## config.mk

```make
export PLATFORM = sky130hd
export DESIGN_NAME = pipelined_carry_skip_adder
export DESIGN_NICKNAME = d
export VERILOG_FILES = /design/src/rtl/pipelined_carry_skip_adder.sv
export SDC_FILE = /design/constraint.sdc
export NUM_CORES = 1
export LEC_CHECK = 0
export CAP_MARGIN = 20
export CORE_MARGIN = 5
export CORE_UTILIZATION = 56
export DETAILED_ROUTE_END_ITERATION = 6
export PLACE_DENSITY = 0.8
export SLEW_MARGIN = 30
export SYNTH_ARGS = -nofsm -noshare
export SYNTH_HDL_FRONTEND = slang
export SYNTH_SLANG_ARGS = --single-unit
```

## constraint.sdc

```tcl
create_clock -name clk_i -period 11.45 [get_ports clk_i]
set_clock_uncertainty 0.05 [all_clocks]
set_input_delay 3.435 -clock clk_i [delete_from_list [all_inputs] [get_ports clk_i]]
set_output_delay 3.435 -clock clk_i [all_outputs]
set_load 0.01 [all_outputs]
```

## src/rtl/pipelined_carry_skip_adder.sv

```systemverilog
// Pipelined carry-skip adder/subtractor: STAGES register stages, each resolving BLOCKS_PER_STAGE skip blocks.
// Optional signed-overflow output enabled by defining PIPELINED_CSKA_OVERFLOW_EN.
module pipelined_carry_skip_adder #(
    parameter int DATA_WIDTH       = 32,
    parameter int BLOCK_WIDTH      = 4,
    parameter int BLOCKS_PER_STAGE = 2
) (
    input  logic                  clk_i,
    input  logic                  rst_i,
    input  logic                  valid_i,
    output logic                  ready_o,
    input  logic [DATA_WIDTH-1:0] operand_A_i,
    input  logic [DATA_WIDTH-1:0] operand_B_i,
    input  logic                  carry_i,
    input  logic                  sub_i,
    output logic                  valid_o,
    input  logic                  ready_i,
    output logic [DATA_WIDTH-1:0] result_o,
    output logic                  carry_o
`ifdef PIPELINED_CSKA_OVERFLOW_EN
    ,
    output logic                  overflow_o
`endif
);

    localparam int SW     = BLOCK_WIDTH * BLOCKS_PER_STAGE;
    localparam int STAGES = DATA_WIDTH / SW;

    logic                  v_q [STAGES];
    logic                  v_d [STAGES];
    logic                  s_q [STAGES];
    logic                  s_d [STAGES];
    logic                  c_q [STAGES];
    logic                  c_d [STAGES];
    logic [DATA_WIDTH-1:0] a_q [STAGES];
    logic [DATA_WIDTH-1:0] a_d [STAGES];
    logic [DATA_WIDTH-1:0] b_q [STAGES];
    logic [DATA_WIDTH-1:0] b_d [STAGES];
    logic [DATA_WIDTH-1:0] r_q [STAGES];
    logic [DATA_WIDTH-1:0] r_d [STAGES];

    logic                  advance;
    logic                  v_src, s_src, c_src;
    logic [DATA_WIDTH-1:0] a_src, b_src, r_src;
    logic                  c, blk_cin, prop, x;
`ifdef PIPELINED_CSKA_OVERFLOW_EN
    logic                  msb_c_d, msb_c_q;
`endif

    assign advance = ready_i | ~valid_o;
    assign ready_o = advance;

    always_comb begin
`ifdef PIPELINED_CSKA_OVERFLOW_EN
        msb_c_d = 1'b0;
`endif
        for (int unsigned k = 0; k < STAGES; k++) begin
            if (k == 0) begin
                // Subtraction is A + ~B + ~borrow; the inverted operand travels down the pipe.
                v_src = valid_i;
                s_src = sub_i;
                c_src = sub_i ^ carry_i;
                a_src = operand_A_i;
                b_src = sub_i ? ~operand_B_i : operand_B_i;
                r_src = '0;
            end else begin
                v_src = v_q[k-1];
                s_src = s_q[k-1];
                c_src = c_q[k-1];
                a_src = a_q[k-1];
                b_src = b_q[k-1];
                r_src = r_q[k-1];
            end
            c = c_src;
            for (int unsigned j = 0; j < BLOCKS_PER_STAGE; j++) begin
                blk_cin = c;
                prop    = 1'b1;
                for (int unsigned i = 0; i < BLOCK_WIDTH; i++) begin
                    x = a_src[k*SW + j*BLOCK_WIDTH + i] ^ b_src[k*SW + j*BLOCK_WIDTH + i];
                    r_src[k*SW + j*BLOCK_WIDTH + i] = x ^ c;
                    prop = prop & x;
`ifdef PIPELINED_CSKA_OVERFLOW_EN
                    if (k*SW + j*BLOCK_WIDTH + i == DATA_WIDTH - 1)
                        msb_c_d = c;
`endif
                    c = (a_src[k*SW + j*BLOCK_WIDTH + i] & b_src[k*SW + j*BLOCK_WIDTH + i]) | (c & x);
                end
                c = prop ? blk_cin : c;
            end
            v_d[k] = v_src;
            s_d[k] = s_src;
            c_d[k] = c;
            a_d[k] = a_src;
            b_d[k] = b_src;
            r_d[k] = r_src;
        end
    end

    // A single global advance: when the output is stalled, every stage (bubbles included) holds.
    always_ff @(posedge clk_i) begin
        if (rst_i) begin
            for (int unsigned k = 0; k < STAGES; k++) begin
                v_q[k] <= 1'b0;
                s_q[k] <= 1'b0;
                c_q[k] <= 1'b0;
                a_q[k] <= '0;
                b_q[k] <= '0;
                r_q[k] <= '0;
            end
`ifdef PIPELINED_CSKA_OVERFLOW_EN
            msb_c_q <= 1'b0;
`endif
        end else if (advance) begin
            for (int unsigned k = 0; k < STAGES; k++) begin
                v_q[k] <= v_d[k];
                s_q[k] <= s_d[k];
                c_q[k] <= c_d[k];
                a_q[k] <= a_d[k];
                b_q[k] <= b_d[k];
                r_q[k] <= r_d[k];
            end
`ifdef PIPELINED_CSKA_OVERFLOW_EN
            msb_c_q <= msb_c_d;
`endif
        end
    end

    assign valid_o  = v_q[STAGES-1];
    assign result_o = r_q[STAGES-1];
    assign carry_o  = s_q[STAGES-1] ^ c_q[STAGES-1];
`ifdef PIPELINED_CSKA_OVERFLOW_EN
    assign overflow_o = msb_c_q ^ c_q[STAGES-1];
`endif

endmodule

```

### Word-level counts from Yosys, hierarchy flattened

Memory sizes are Yosys's and may differ from the RTL's.
Index checks and enable logic that the tools add are counted.

| operators by class | value |
|---|---|
| muxes and demuxes | 38 |
| bitwise gates (word level) | 213 |

Operators by type and width:

| cell | count |
|---|---|
| 32-bit two-way mux | 13 |
| 1-bit bitwise AND | 88 |
| 1-bit bitwise XOR | 66 |
| 1-bit bitwise OR | 57 |
| 32-bit NOT | 1 |
| 1-bit two-way mux | 25 |
| 1-bit NOT | 1 |

| word-level totals | value |
|---|---|
| bits in registers | 0 |
| bits in writable memories | 396 |
| input bits | 70 |
| output and inout bits | 35 |
| word-level logic and storage cells | 257 |
| memories kept | 6 |

Memories:

| name | words | bits a word | read ports | clocked after memory_dff | wr ports | RTL line | RTL |
|---|---|---|---|---|---|---|---|
| a_q | 4 | 32 | 3 | 0 | 4 | 35 | `logic [DATA_WIDTH-1:0] a_q [STAGES];` |
| b_q | 4 | 32 | 3 | 0 | 4 | 37 | `logic [DATA_WIDTH-1:0] b_q [STAGES];` |
| r_q | 4 | 32 | 4 | 0 | 4 | 39 | `logic [DATA_WIDTH-1:0] r_q [STAGES];` |
| c_q | 4 | 1 | 4 | 0 | 4 | 33 | `logic c_q [STAGES];` |
| s_q | 4 | 1 | 4 | 0 | 4 | 31 | `logic s_q [STAGES];` |
| v_q | 4 | 1 | 4 | 0 | 4 | 29 | `logic v_q [STAGES];` |

### Logic depth before layout (Yosys ltp)

Gate-level depths: netlist (run 1).

| depth | value |
|---|---|
| word-level depth | 22 |
| depth in mapped cells | 16 |
| mapped depth without buffers | 14 |

### Least setup slack after synthesis (run 1)

OpenSTA, ideal clock, no wires.

| timing path | value |
|---|---|
| path type | input to register |
| from | input port ready_i |
| to | memory a_q[0][10] (enable) |
| library setup time | 0.582 ns |
| data arrival time | 8.427 ns |
| slack | 2.391 ns |
| cell stages on the path | 4 |
| path buffers | 2 |
| path through | nand2b_1 buf_2 buf_2 nand2b_1 |

RTL lines:

| element | RTL line | RTL |
|---|---|---|
| from (decl) | 17 | `input logic ready_i,` |
| to (decl) | 35 |  |

### Worst setup path in the final report (run 1)

| timing path | value |
|---|---|
| from | input port ready_i |
| to | output port ready_o |

| on the way | value |
|---|---|
| longest elaborated chain between the ends | 1 |

Ends and longest elaborated chain:

| element | RTL line | RTL |
|---|---|---|
| 1-bit bitwise OR | 50 | `assign advance = ready_i \| ~valid_o;` |
| to (decl) | 11 | `output logic ready_o,` |

Every way passes these cells.

==> results.yml, run 1 <==
layout:
  final_util_pct: 68.4
  mostFrequentLayoutCells: "edfxtp_1 (188), and3_1 (148), clkdlybuf4s50_1 (103)"
  final_common_cell: "edfxtp_1"
  fillers: 996
  multi_input_area_um2: 2590
  areaGrowthSynthToFinish_pct: 20.8
  nets: 791
  seqCellArea_um2: 5650
  antenna_cells: 0
  drive_gt1_share_pct: 7.01
clock_network:
  clock_latency_ns: 0.43
  cts_hold_buffers: 0
  cts_setup_buffers: 0
  cts_resized: 0
  clk_path_buf_depth: 2
  cts.sinks: 188
  cts_root_buf: "clkbuf_16"
  cts-htree-levels: 4
  clk_pin_slew_ns: 0.07
  tritoncts: "done"
  numCtsBuffers: 17
synthesis:
  seq_area_frac_synth_pct: 66.3
  netlist_area_um2: 8520
  yosysWarnings: 0
  synth_nets: 702
  yosysTopAreaCell: "edfxtp_1"
  synth_top_cell_area_share_pct: 66.3
  postSynthCellCount: 568
  synth_cell_types: 19
  ys_ff_latch: 188
  yosys-top-cells-area: "edfxtp_1 (66%), and3_1 (11%), fa_1 (7.5%)"
  avgSynthCellArea_um2: 15.0
outcome:
  status: "completed"
timing:
  slew_viol_final: 0
  setup_violations: 0
  fmax_mhz: 120
  setup_tns_ns: 0
  post-route-period-util_pct: 72.6
  maxSlewHeadroom_pct: 38.9
  grt_setup_unrepaired: "no"
  hold_violations: 0
  finalCriticalPeriod_ns: 8.31
  worst-slew-pin-transition_ns: 0.916
floorplanning:
  die_area_um2: 17800
  rows: 45
  die_y_um: 133
  core_area_um2: 15000
  die_w_um: 133
  pin_count: 105
  start_util_pct: 56.7
critical_path:
  cp.required_ns: 7.97
  crit_path_top_delay_cell: "clkdlybuf4s50_1"
  worstPathCellList: "clkdlybuf4s50_1 > nand2b_4 > clkdlybuf4s50_1"
  cp_max_fo: 38
  rr_endpoint: "c_q[3]"
  path_class: "in -> out"
  r2r_cells: 13
  cp-start-kind: "input port"
  max_stage_delay_ns: 0.60
  critPathCaptureType: "output pin"
  r2r_slack_ns: 7.09
  crit_arrival_ns: 4.83
  startpoint: "ready_i"
  cp_common_cell: "clkdlybuf4s50_1"
  rr_startpoint: "a_q[0][88]"
global_routing:
  grt_pass1_vias: 4653
  grt_usage_pct: 16.8
  grt_pass1_wl_um: 23300
  grt_overflow: 0
  grt_max_degree: 134
  antenna_found_initial: 0
route:
  first_pass_iters: 4
  post_drt_wl_per_cell_um: 16.4
  drt_wl_total_um: 14100
  vias: 4509
  drc_errors: 0
  drt_iter0_drc: 298
  via_per_inst: 5.26
  postRouteAntennaNets: 0
hold_path:
  holdPathStages: 1
  hold_path.class: "reg -> reg"
  holdPathEnd: "b_q[0][53]"
  worstHoldStart: "b_q[0][21]"
placed_design:
  hpwl_um: 8940
  gp_congestion: 0.816
  port_buffers: 104
pwr:
  p_per_area_nw_per_um2: 151
  vdd_ir_drop_max_v: 0.000151
  total_power_mw: 1.55
  leakagePower_nw: 4.77
flow_run:
  cap_violations: 0
-- routing by layer --
metal  up-vias  GRT usage [%]  part of all wire [%]
li1       2193              -                     -
met1      2204           21.1                    42
met2        91           28.2                    52
met3        21           5.14                   3.9
met4         0           5.60                   1.8
met5         -              0                     0
-- layout make-up --
cell class,instances,area share (%)
sequential,188,54.9
multi-input combinational,306,25.2
timing repair buffer,110,10.7
clock buffer,17,4.14
tap,188,2.29
clock inverter,15,1.56
inverter,34,1.25
-- cell usage after synthesis --
cell type	n
edfxtp_1	188
and3_1	148
nor2_1	36
inv_1	33
fa_1	32
ha_1	32
clkbuf_1	30
xnor2_1	25
buf_2	9
nand4_1	9
xor2_1	9
mux2_2	4
nand2_1	3
nand2b_1	3
o211a_1	3
and2_1	1
buf_4	1
clkinv_1	1
o31ai_2	1
-- flip-flops by register name, indices dropped and copies added (netlist names) --
signal,count
c_q,4
a_q,48
s_q,4
v_q,4
r_q,80
b_q,48
-- critical path: cells and delay by family --
family | cells | cell delay [ns]
buffers and inverters | 2 | 1.05
and+or+nand+nor | 1 | 0.31
-- worst max path at each step --
stage,endpoint,slack [ns],cells past startpoint
5_1_grt,ready_o,3.09,3
3_3_place_gp,r_q[0][7],3.07,14
2_1_floorplan,a_q[0][10],2.39,4
3_5_place_dp,r_q[0][7],2.86,14
4_1_cts,ready_o,3.14,3
6_report,ready_o,3.14,3
-- cells by family (layout without fill, tap and decap cells) --
kind of cell	after synthesis	count (layout)	synth area share (%)
AND/OR/NAND/NOR	200	200	13.5
flip-flops	188	188	66.3
buffers and inverters	74	176	3.44
adder cells (fa/ha/maj)	64	64	12.2
XOR/XNOR	34	34	3.50
AO/OA/AOI/OAI	4	4	0.499
multiplexers	4	4	0.529
-- report_power, final --
part	switching (mW)	internal (mW)	leakage [nW]	total (mW)
logic	0.0650	0.0758	2.26	0.141
clock network	0.267	0.309	0.282	0.575
registers	0.0187	0.814	2.23	0.832
-- per-stage QoR --
stage	cell area [um^2]	std cells	hold slack [ns]	worst slack, ns
detailed placement	9680	825	0.485	2.86
global placement	9680	825	0.479	3.07
finish	10300	858	0.500	3.14
global route	10300	858	0.512	3.09
CTS	10300	857	0.501	3.14
floorplan	8520	568	0.478	2.39
No activity file was read; power rests on OpenSTA's default activity.
==> run 2, diff against run 1 <==
CORE_UTILIZATION = 50   (was 56)
PLACE_DENSITY = 0.76   (was 0.8)
clock period = 7.2 ns   (was 11.45 ns; I/O delays follow)
==> run 2 against run 1 <==
Sequential share of layout area decreased by 0.48 points. Worst setup slack got worse by 2.5 ns. Sequential power increased by 59%. Count of clock-buffer cells in the layout unchanged. Routed wire length decreased by 1.2%. Global-route usage decreased by 2.1 points. Power increased by 63%. Largest power group unchanged.
==> results.yml, run 2 (synthesized netlist as in run 1, its figures left out) <==
layout:
  antenna_cells: 0
  final_common_cell: "edfxtp_1"
  reg_top3: "r_q (80), a_q (48), b_q (48)"
  areaGrowthSynthToFinish_pct: 21.8
  final_util_pct: 62.4
  finalInstanceArea_um2: 10400
  fillers: 1219
  nets: 793
  drive_gt1_share_pct: 6.72
  largest_reg_flops: 80
  mostFrequentLayoutCells: "edfxtp_1 (188), and3_1 (148), clkdlybuf4s50_1 (103)"
  regMostFlops: "r_q"
route:
  wl_met1_um: 6050
  first_pass_iters: 4
  highest_layer: "met4"
  drc_errors: 0
  post_drt_wl_per_cell_um: 15.6
  drt_iter0_drc: 332
  drt_wl_total_um: 13900
  dr_wl_met3_um: 603
  via_per_inst: 4.96
  vias: 4413
  postRouteAntennaNets: 0
  met2_length_um: 7080
clock_network:
  cts_resized: 0
  tritoncts: "done"
  clk_pin_slew_ns: 0.06
  cts.sinks: 188
  cts_setup_buffers: 0
  numCtsBuffers: 17
  cts_hold_buffers: 0
  clk_path_buf_depth: 2
  cts_root_buf: "clkbuf_16"
  cts-htree-levels: 4
  clock_latency_ns: 0.42
floorplanning:
  pin_count: 105
  die_w_um: 141
  rows: 47
  core_area_um2: 16600
  die_area_um2: 19700
  die_y_um: 141
  start_util_pct: 51.2
global_routing:
  grt_overflow: 0
  grt_pass1_wl_um: 22800
  antenna_found_initial: 0
  grt_max_degree: 107
  grt_pass1_vias: 4561
  grt_usage_pct: 14.7
timing:
  setup_tns_ns: 0
  maxSlewHeadroom_pct: 51.7
  setup_violations: 0
  worst-slew-pin-transition_ns: 0.725
  slew_viol_final: 0
  finalCriticalPeriod_ns: 6.56
  grt_setup_unrepaired: "no"
  hold_violations: 0
  post-route-period-util_pct: 91.2
  fmax_mhz: 152
  setup_ws_ns: 0.636
critical_path:
  cp_max_fo: 2
  crit_arrival_ns: 6.69
  r2r_slack_ns: 2.91
  worstPathCellList: "clkdlybuf4s50_1 > xor2_1 > inv_1 > fa_1 > fa_1 > fa_1 > fa_1 > mux2_2 > fa_1 > fa_1 > fa_1 > inv_1 > fa_1 > and3_1"
  rr_startpoint: "c_q[2]"
  crit_path_top_delay_cell: "clkdlybuf4s50_1"
  rr_endpoint: "c_q[3]"
  cp_common_cell: "fa_1"
  r2r_cells: 13
  cp.required_ns: 7.33
  max_stage_delay_ns: 0.48
  path_class: "in -> reg"
  cp-start-kind: "input port"
  critPathCaptureType: "register"
placed_design:
  gp_congestion: 0.793
  dp_slack_ns: 0.214
  port_buffers: 104
  dpl-instance-area_um2: 9750
  hpwl_um: 9180
pwr:
  pwr-share-clk_pct: 38.7
  p_per_area_nw_per_um2: 243
  p_comb_share_pct: 8.8
  internal_power_mw: 2.02
  vdd_ir_drop_max_v: 0.000167
  switchingPower_uw: 502
  sw_frac_of_total_pct: 19.9
  total_power_mw: 2.53
  seq_power_share_pct: 52.4
  leakagePower_nw: 4.80
hold_path:
  worstHoldStart: "a_q[0][57]"
  holdPathEnd: "a_q[0][89]"
  hold_path.class: "reg -> reg"
  holdPathStages: 1
outcome:
  status: "completed"
flow_run:
  cap_violations: 0
[run 2: metal layers]
metal  track usage, %  vias to the layer above
met5                0                        -
met4             4.64                        0
met3             4.06                       17
met2             24.7                       92
met1             18.7                     2107
li1                 -                     2197
[run 2: power groups by stage]
stage | combinational, mW | sequential (mW) | clock, mW
final | 0.223 | 1.32 | 0.979
after global routing | 0.251 | 1.33 | 1.04
after CTS | 0.227 | 1.33 | 0.995
after detailed placement | 0.224 | 1.35 | 0
after global placement | 0.212 | 1.34 | 0
after floorplan | 0.120 | 1.35 | 0
[run 2: worst max path at each step]
stage | start | endpoint | slack (ns) | cells after the start
after floorplan | sub_i | r_q[0][7] | 0.57 | 15
after CTS | operand_B_i[0] | r_q[0][7] | 0.66 | 14
after global placement | operand_B_i[0] | r_q[0][7] | 0.40 | 14
after global routing | operand_B_i[0] | r_q[0][7] | 0.55 | 14
final | operand_B_i[0] | r_q[0][7] | 0.64 | 14
after detailed placement | operand_B_i[0] | r_q[0][7] | 0.21 | 14
[run 2: critical path: cells and delay by family]
family,cells,cell delay (ns)
and+or+nand+nor,1,0.17
xor gates and xnor gates,1,0.21
buffers and inverters,3,0.65
muxes,1,0.31
adders and majority gates,8,3.19
[run 2: area by class of cell]
cell class | instances | area (um^2) | share of cell area (%)
clock buffers | 17 | 425 | 4.10
well taps | 220 | 275 | 2.65
inverters | 34 | 129 | 1.24
flip-flops and latches | 188 | 5650 | 54.4
multi-input cells | 306 | 2590 | 25.0
repair buffers | 112 | 1110 | 10.7
clock inverters | 13 | 199 | 1.92
[run 2: through the flow]
stage,hold slack (ns),std cells
floorplan,0.478,568
global placement,0.480,860
detailed placement,0.487,860
CTS,0.499,890
global route,0.505,890
finish,0.498,890
==> run 3, diff against run 2 <==
CORE_UTILIZATION = 60   (was 50)
PLACE_DENSITY = 0.85   (was 0.76)
clock period = 7.82 ns   (was 7.2 ns; I/O delays follow)
==> run 3 against run 2 <==
Non-clock buffer count is 2 lower. Count of clock-buffer cells in the layout stayed put. Critical path depth stayed put. Final cell count is 4.5% lower. Hold slack better by 0.00091 ns. Largest power group unchanged. Highest routed layer unchanged.
==> results.yml, run 3 (synthesized netlist as in run 1, its figures left out) <==
floorplanning:
  rows: 43
  die_w_um: 129
  die_y_um: 129
  die_area_um2: 16700
  core_area_um2: 13900
  start_util_pct: 61.4
  pin_count: 105
timing:
  setup_tns_ns: 0
  grt_setup_unrepaired: "no"
  slew_viol_final: 0
  maxSlewHeadroom_pct: 40.5
  fmax_mhz: 149
  post-route-period-util_pct: 85.9
  setup_violations: 0
  worst-slew-pin-transition_ns: 0.892
  finalCriticalPeriod_ns: 6.72
  hold_violations: 0
  holdWs_ns: 0.498
critical_path:
  cp-start-kind: "input port"
  path_class: "in -> reg"
  worstPathCellList: "clkdlybuf4s50_1 > xor2_1 > inv_1 > fa_1 > fa_1 > fa_1 > fa_1 > mux2_2 > fa_1 > fa_1 > fa_1 > inv_1 > fa_1 > and3_1"
  crit_path_top_delay_cell: "clkdlybuf4s50_1"
  cp_common_cell: "fa_1"
  crit_arrival_ns: 6.84
  cp.required_ns: 7.94
  cp_max_fo: 2
  critPathCaptureType: "register"
  max_stage_delay_ns: 0.48
placed_design:
  port_buffers: 104
  gp_congestion: 0.814
  hpwl_um: 9010
  dpl-instance-area_um2: 9700
global_routing:
  grt_pass1_vias: 4639
  grt_overflow: 0
  grt_usage_pct: 18.1
  grt_max_degree: 129
  grt_pass1_wl_um: 23300
  antenna_found_initial: 0
layout:
  mostFrequentLayoutCells: "edfxtp_1 (188), and3_1 (148), clkdlybuf4s50_1 (103)"
  final_common_cell: "edfxtp_1"
  regMostFlops: "r_q"
  largest_reg_flops: 80
  reg_top3: "r_q (80), a_q (48), b_q (48)"
  areaGrowthSynthToFinish_pct: 20.6
  nets: 791
  antenna_cells: 0
  finalInstanceArea_um2: 10300
  drive_gt1_share_pct: 6.57
route:
  first_pass_iters: 4
  post_drt_wl_per_cell_um: 16.6
  drt_wl_total_um: 14100
  via_per_inst: 5.35
  drc_errors: 0
  drt_iter0_drc: 430
  vias: 4550
  postRouteAntennaNets: 0
flow_run:
  cap_violations: 0
clock_network:
  cts_setup_buffers: 0
  cts_hold_buffers: 0
  clk_pin_slew_ns: 0.07
  cts_root_buf: "clkbuf_16"
  tritoncts: "done"
  numCtsBuffers: 17
  clock_latency_ns: 0.42
  cts-htree-levels: 4
  clk_path_buf_depth: 2
  cts_resized: 0
  cts.sinks: 188
pwr:
  total_power_mw: 2.25
  leakagePower_nw: 4.78
  p_per_area_nw_per_um2: 219
  vdd_ir_drop_max_v: 0.000144
hold_path:
  hold_path.class: "reg -> reg"
outcome:
  status: "completed"
run 3: worst paths after layout:
kind | start | end | slack, ns | cells after the start
hold reg to reg | r_q[1][8] | r_q[2][8] | 0.50 | 1
setup / recovery | operand_B_i[0] | r_q[0][7] | 1.10 | 14
setup reg to reg | c_q[2] | c_q[3] | 3.47 | 13
hold / removal | r_q[1][8] | r_q[2][8] | 0.50 | 1
run 3: power breakdown:
| group | switching, mW | leakage (nW) | internal (mW) |
|---|---|---|---|
| sequential | 0.0279 | 2.23 | 1.19 |
| clock | 0.353 | 0.276 | 0.469 |
| combinational | 0.0958 | 2.27 | 0.111 |
| total | 0.476 | 4.78 | 1.77 |
run 3: worst max-delay path, delay by kind of cell:
family / cells / cell delay, ns
adders and majority gates: 8 / 3.14
and+or+nand+nor: 1 / 0.17
muxes: 1 / 0.32
buffers and inverters: 3 / 0.66
xor gates and xnor gates: 1 / 0.21
run 3: metrics by stage:
step / setup slack (ns) / utilization [%] / std cells
finish: 1.10 / 74.0 / 850
global placement: 0.851 / 69.7 / 817
global route: 0.955 / 74.0 / 850
floorplan: 1.00 / - / 568
CTS: 1.12 / 74.0 / 850
detailed placement: 0.663 / 69.9 / 818
run 3: layout make-up:
class	count	area (um^2)
Clock buffer	17	425
Clock inverter	15	145
Fill cell	829	3610
Inverter	34	129
Multi-Input combinational cell	306	2590
Sequential cell	188	5650
Tap cell	180	225
Timing Repair Buffer	110	1110
run 3: routing by layer:
metal,up-vias,wire (um),track usage (%)
li1,2196,-,-
met1,2207,5660,23.4
met2,123,7380,30.1
met3,24,735,3.75
met4,0,299,7.91
met5,-,0,0
==> RTL edit 1: new RTL, flow settings as in run 1 <==
Set the parameter `BLOCKS_PER_STAGE` to 4 (it was 2).
--- a/src/rtl/pipelined_carry_skip_adder.sv
+++ b/src/rtl/pipelined_carry_skip_adder.sv
@@ -5,3 +5,3 @@
     parameter int BLOCK_WIDTH      = 4,
-    parameter int BLOCKS_PER_STAGE = 2
+    parameter int BLOCKS_PER_STAGE = 4
 ) (
Formal check against the unedited RTL: not equivalent (a bounded check fails within 4 cycles, from zero or initial values).
==> RTL edit 1 against run 1 <==
Sequential cell count shrank 102. Worst setup slack got worse by 2.8 ns. Sequential share of layout area fell by 14 points. First-iteration DRC count shrank 74%. Synthesized area decreased by 43%. Power is 50% lower. Sequential power decreased by 51%. Critical path depth is 26 higher. Critical path type is now in -> reg. Cell area is 39% lower. Via count decreased by 38%. Wire length shrank 38%. Clock power decreased by 69%. Register-to-register slack got worse by 4.1 ns.
==> RTL edit 1: results (changes against run 1) <==
* Cell leakage power: 2.685 nW (-44%)
- Sequential fraction of the synthesis area: 53.44% (-13 points)
* Mean post-synth cell area: 13.65 µm² (-9.0%)
- Critical Path Source: operand_B_i[0]
- The largest registers in the layout are r_q (48), a_q (16), b_q (16).
- The number of H-tree levels came to 3 (-1).
* Count of cells resized by post-cts repair: 2 (+2)
* Top cells by area, synth: sky130_fd_sc_hd__edfxtp_1 53%, sky130_fd_sc_hd__fa_1 13%, sky130_fd_sc_hd__ha_1 8.3%
* Vias in the first global route: 3,014 (-35%)
* DP Area: 6027 µm² (-38%)
- The total internal power is 0.5738 mW (-52%).
- Clk root buf: sky130_fd_sc_hd__clkbuf_8
- Filler Cells Inserted: 567 (-43%)
- Final Net Count: 601 (-24%)
- Maximum number of pins on one net before global-route repair: 54 (-60%)
- Status: complete, no violations
* Worst VDD drop: 0.00005997 V (-60%)
- CTS buffer count: 9 (-8)
- The global-route wire length before repair is 13,880 µm (-41%).
- Launching point of the worst reg2reg path: b_q[0][16]
* Crit Path Max Fanout: 3 (-92%)
- Minimum clock period: 11.14 ns (+2.832 ns)
- The measured slew at the worst slew-check pin was 0.6562 ns (-0.2600 ns).
* Internal reg-to-reg setup slack: 3.03 ns (-4.06 ns)
- The post-synthesis net count was 488 (-30%).
- The final weighted congestion in routability-driven placement came to 0.7869 (-3.5%).
* Kind of cell adding the most delay to the critical path: adder cells
- First-pass iteration count of the detailed router: 4 (unchanged)
- Core Util, Final: 75.34% (+6.9 points)
- Die area: 10,590 µm² (-40%)
* Share of cells above drive strength 1: 8.686% (+1.7 points)
- The latest clock arrival within the worst-skew pair came to 0.34 ns (-0.09 ns).
* Initial detailed-routing violation count: 78 (-74%)
- Top cell types by occurrence after synthesis: 86 x sky130_fd_sc_hd__edfxtp_1, 52 x sky130_fd_sc_hd__and2_1, 42 x sky130_fd_sc_hd__inv_1
* Sequential share of power: 53.2% (-0.6 points)
- Count of buffers added by post-CTS timing repair for setup: 2 (+2)
* Post-synth EDFFs: 86 (-54%)
- Last element of the critical path: r_q[0][15]
* Depth of the most critical reg-to-reg path: 25 (+12)
- Estimated wirelength of the detail-placed design: 6729 µm (-25%)
* Crit path arrival time: 11.19 ns (+6.36 ns)
* Sequential cell power: 0.410 mW (-51%)
- Post-Place Worst Slack: -0.4795 ns (-3.340 ns)
* R2r endpoint: r_q[0][63]
- Total instance count after detailed placement: 558 (-32%)
- The number of library cell types mapped by synthesis was 30 (+11).
- The relative contribution of combinational cells to total power was 24.0% (+15 points).
- Ratio of routed vias to standard cells: 4.808 (-8.5%)
- The number of input and output port buffers inserted is 104 (unchanged).
- Tot GR Track Use: 17.47% (+0.64 points)
- The highest cell delay on the worst timing path is 0.49 ns (-0.11 ns).
- Finished Layout Cells: 577 (-33%)
- Aggregate routed wire length: 8682 µm (-38%)
RTL edit 1: changes by cell type in the layout (fill, tap and decap cells not counted), sizes merged, moves of 6 or more:
| cell | delta |
|---|---|
| and2 | +51 |
| and3 | -148 |
| clkbuf | -6 |
| edfxtp | -102 |
| xnor2 | -8 |
| xor2 | +8 |
RTL edit 1: kinds of logic (layout without fill, tap and decap cells):
| kind of cell | count (synthesis) | in the layout | synth area share, % |
|---|---|---|---|
| multiplexers | 2 | 2 | 0.6991 |
| adder cells (fa/ha/maj) | 64 | 64 | 21.54 |
| AND/OR/NAND/NOR | 107 | 107 | 12.20 |
| XOR/XNOR | 34 | 34 | 6.551 |
| AO/OA/AOI/OAI | 6 | 6 | 0.8545 |
| buffers and inverters | 55 | 173 | 4.712 |
| flip-flops | 86 | 86 | 53.44 |
RTL edit 1: worst min path at each step:
stage | startpoint | endpoint | slack (ns) | depth (start not counted)
6_report | r_q[0][0] | r_q[0][32] | 0.47 | 1
5_1_grt | r_q[0][15] | r_q[0][47] | 0.50 | 1
4_1_cts | r_q[0][5] | r_q[0][37] | 0.47 | 1
3_5_place_dp | r_q[0][9] | r_q[0][41] | 0.45 | 1
3_3_place_gp | r_q[0][10] | r_q[0][42] | 0.45 | 1
2_1_floorplan | r_q[0][0] | r_q[0][32] | 0.45 | 1
RTL edit 1: routing by layer:
layer	vias to the layer above	share of wire [%]	routed length, µm	global-route usage, %
li1	1358	-	-	-
met2	83	54	4679	31.57
met3	19	5.3	456	3.248
met4	0	2.9	253	8.466
met1	1314	38	3292	19.81
met5	-	0	0	0
RTL edit 1: final cells by class:
class,count,area share (%)
clock inverters,5,0.4203
clock buffers,11,2.101
inverters,42,2.522
multi-input cells,213,32.94
flip-flops and latches,86,41.30
repair buffers,115,18.61
well taps,105,2.101
==> RTL edit 2: new RTL, settings of run 1 <==
Without the edit above. Add a define of `PIPELINED_CSKA_OVERFLOW_EN`.
--- a/src/rtl/pipelined_carry_skip_adder.sv
+++ b/src/rtl/pipelined_carry_skip_adder.sv
@@ -2,2 +2,4 @@
 // Optional signed-overflow output enabled by defining PIPELINED_CSKA_OVERFLOW_EN.
+`define PIPELINED_CSKA_OVERFLOW_EN
+
 module pipelined_carry_skip_adder #(
Formal check against the unedited RTL (old outputs only; new: overflow_o): no difference found for any inputs over 4 cycles, from zero or initial values and one cycle with rst_i high; that may be too few to reach the edited logic, so the function may still have changed.
==> RTL edit 2 against run 1 <==
Power is 2.4% higher. Cell area is 0.86% higher. Sequential cell count is 1 higher. Die area is 0.14% higher. Critical path type unchanged. Highest routed layer unchanged. Synthesized area is 0.15% higher. Worst setup slack better by 0.24 ns. First-iteration DRC count is 11% lower. Wire length is 6.4% lower. Fmax is 2.9% higher.
==> RTL edit 2: results (changes against run 1) <==
- The post-cts repair resize count is 0 (unchanged).
* Cell leakage power: 4.377 nW (-8.3%)
- Top cell types by occurrence after synthesis: 188 x sky130_fd_sc_hd__edfxtp_1, 146 x sky130_fd_sc_hd__and2_1, 39 x sky130_fd_sc_hd__nor2_1
- Initial detailed-routing violation count: 264 (-11%)
- Aggregate routed wire length: 13,190 µm (-6.4%)
- Class of the worst hold path: reg -> reg
- The via count of the first global-routing pass is 4,401 (-5.4%).
* Filler Cells Inserted: 1,048 (+5.2%)
- Crit Path Max Fanout: 7 (-82%)
* Clock input transition at the sequential cells of the worst setup and hold paths: 0.07 ns (about the same)
- The net count reported at finish is 798 (+0.88%).
- The number of enable-type register cells in the synthesized netlist came to 188 (unchanged).
- Worst VDD drop: 0.0001050 V (-31%)
- Overflow left after global routing: 0 (unchanged)
- Synthesized net count: 694 (-1.1%)
- Count of inserted antenna diode cells: 0 (unchanged)
- The global-route wire length before repair was 21,820 µm (-6.6%).
* Share of total power consumed by net switching: 20.61% (-2.0 points)
- The tree is rooted in a sky130_fd_sc_hd__clkbuf_16.
- The initial antenna violation count is 0 (unchanged).
- Tot GR Track Use: 15.79% (-1.0 points)
- The arrival time of the worst setup path was 4.59 ns (-0.24 ns).
- Number of port buffers: 105 (+0.96%)
- H-tree levels: 4 (unchanged)
- Number of warning messages in the yosys log: 0 (unchanged)
- The share of post-route cells with drive strength above 1 came to 6.361% (-0.65 points).
- The post-CTS setup buffer count was 0 (unchanged).
- Sequential fraction of the synthesis area: 66.41% (+0.14 points)
* Clock insertion delay at the later pin of the skew report: 0.42 ns
* CTS max path bufs: 2 (unchanged)
- The wire length per cell is 15.27 µm (-7.1%).
- Estimated wirelength of the detail-placed design: 8683 µm (-2.9%)
- Mean post-synth cell area: 15.23 µm² (+1.6%)
- The number of buffers created by CTS came to 17 (unchanged).
- Final weighted congestion in routability-driven placement: 0.8109 (-0.56%)
- The measured slew at the worst slew-check pin came to 0.8848 ns (-0.03136 ns).
- The proportion of synthesized flip-flops having asynchronous set or reset is 0% (unchanged).
- In the final layout, the registers with the most flip-flops are r_q (80), a_q (48), b_q (48).
- Yosys cell types: 24 (+5)
* Top cells by area, synth: sky130_fd_sc_hd__edfxtp_1 66%, sky130_fd_sc_hd__and2_1 11%, sky130_fd_sc_hd__fa_1 7.5%
* Final number of hold-violating endpoints: 0 (unchanged)
- The number of search-and-repair iterations in the first detailed-routing pass came to 4 (unchanged).
* Total instance count after detailed placement: 832 (+0.85%)
* Status: complete, no violations
- Number of vias after detailed routing: 4,189 (-7.1%)
- The netlist area before placement came to 8531 µm² (+0.15%).
- Maximum number of pins on one net before global-route repair: 150 (+12%)
## RTL edit 2: cell types whose count changed after synthesis, sizes merged, moves of 3 or more
cell / before / now
and2: 1 / 146
and3: 148 / 0
buf: 10 / 19
clkbuf: 30 / 5
inv: 33 / 38
nor2: 36 / 39
## RTL edit 2: metrics by stage
stage / setup WS [ns] / cell area, µm²
floorplan: 3.569 / 8531
global placement: 3.076 / 9726
detailed placement: 2.873 / 9729
CTS: 3.329 / 10350
global route: 3.353 / 10380
finish: 3.375 / 10380
## RTL edit 2: path summary, 6_finish.rpt
path,to,from,slack (ns),cells after the start
setup / recovery,ready_o,ready_i,3.38,3
hold / removal,b_q[0][89],b_q[0][57],0.47,1
setup reg to reg,r_q[3][31],a_q[0][88],7.23,13
hold reg to reg,b_q[0][89],b_q[0][57],0.47,1
## RTL edit 2: kinds of logic (layout without fill, tap and decap cells)
logic type               count (synthesis)  in the layout  share of synthesized area, %
flip-flops                             189            189                         66.41
adder cells (fa/ha/maj)                 64             64                         12.20
AO/OA/AOI/OAI                            5              5                        0.5867
AND/OR/NAND/NOR                        201            201                         13.64
buffers and inverters                   62            178                         3.036
multiplexers                             4              4                        0.5280
XOR/XNOR                                35             35                         3.593
## RTL edit 2: final cells by class
type | count | area [µm²] | share of cell area (%)
clock buffers | 17 | 425.4 | 4.100
clock inverters | 14 | 191.4 | 1.845
inverters | 38 | 142.6 | 1.375
multi-input cells | 309 | 2614 | 25.19
flip-flops and latches | 189 | 5665 | 54.60
well taps | 188 | 235.2 | 2.267
repair buffers | 109 | 1102 | 10.62
## RTL edit 2: layer usage
metal	track usage [%]	wire, µm	vias to the layer above
li1	-	-	2069
met1	20.02	5691	2013
met2	26.50	6850	87
met3	4.041	408	20
met4	5.829	238	0
met5	0	0	-
## RTL edit 2: power by group through the flow
stage / clock (mW) / sequential, mW / combinational [mW]
2_1_floorplan: 0 / 0.849 / 0.0749
3_3_place_gp: 0 / 0.848 / 0.131
3_5_place_dp: 0 / 0.851 / 0.139
4_1_cts: 0.618 / 0.837 / 0.141
5_1_grt: 0.653 / 0.841 / 0.158
6_report: 0.611 / 0.836 / 0.138
## RTL edit 2: worst max-delay path: stages
cell,delay [ns]
sky130_fd_sc_hd__clkdlybuf4s50_1,0.45
sky130_fd_sc_hd__nand2b_4,0.16
sky130_fd_sc_hd__clkdlybuf4s50_1,0.55
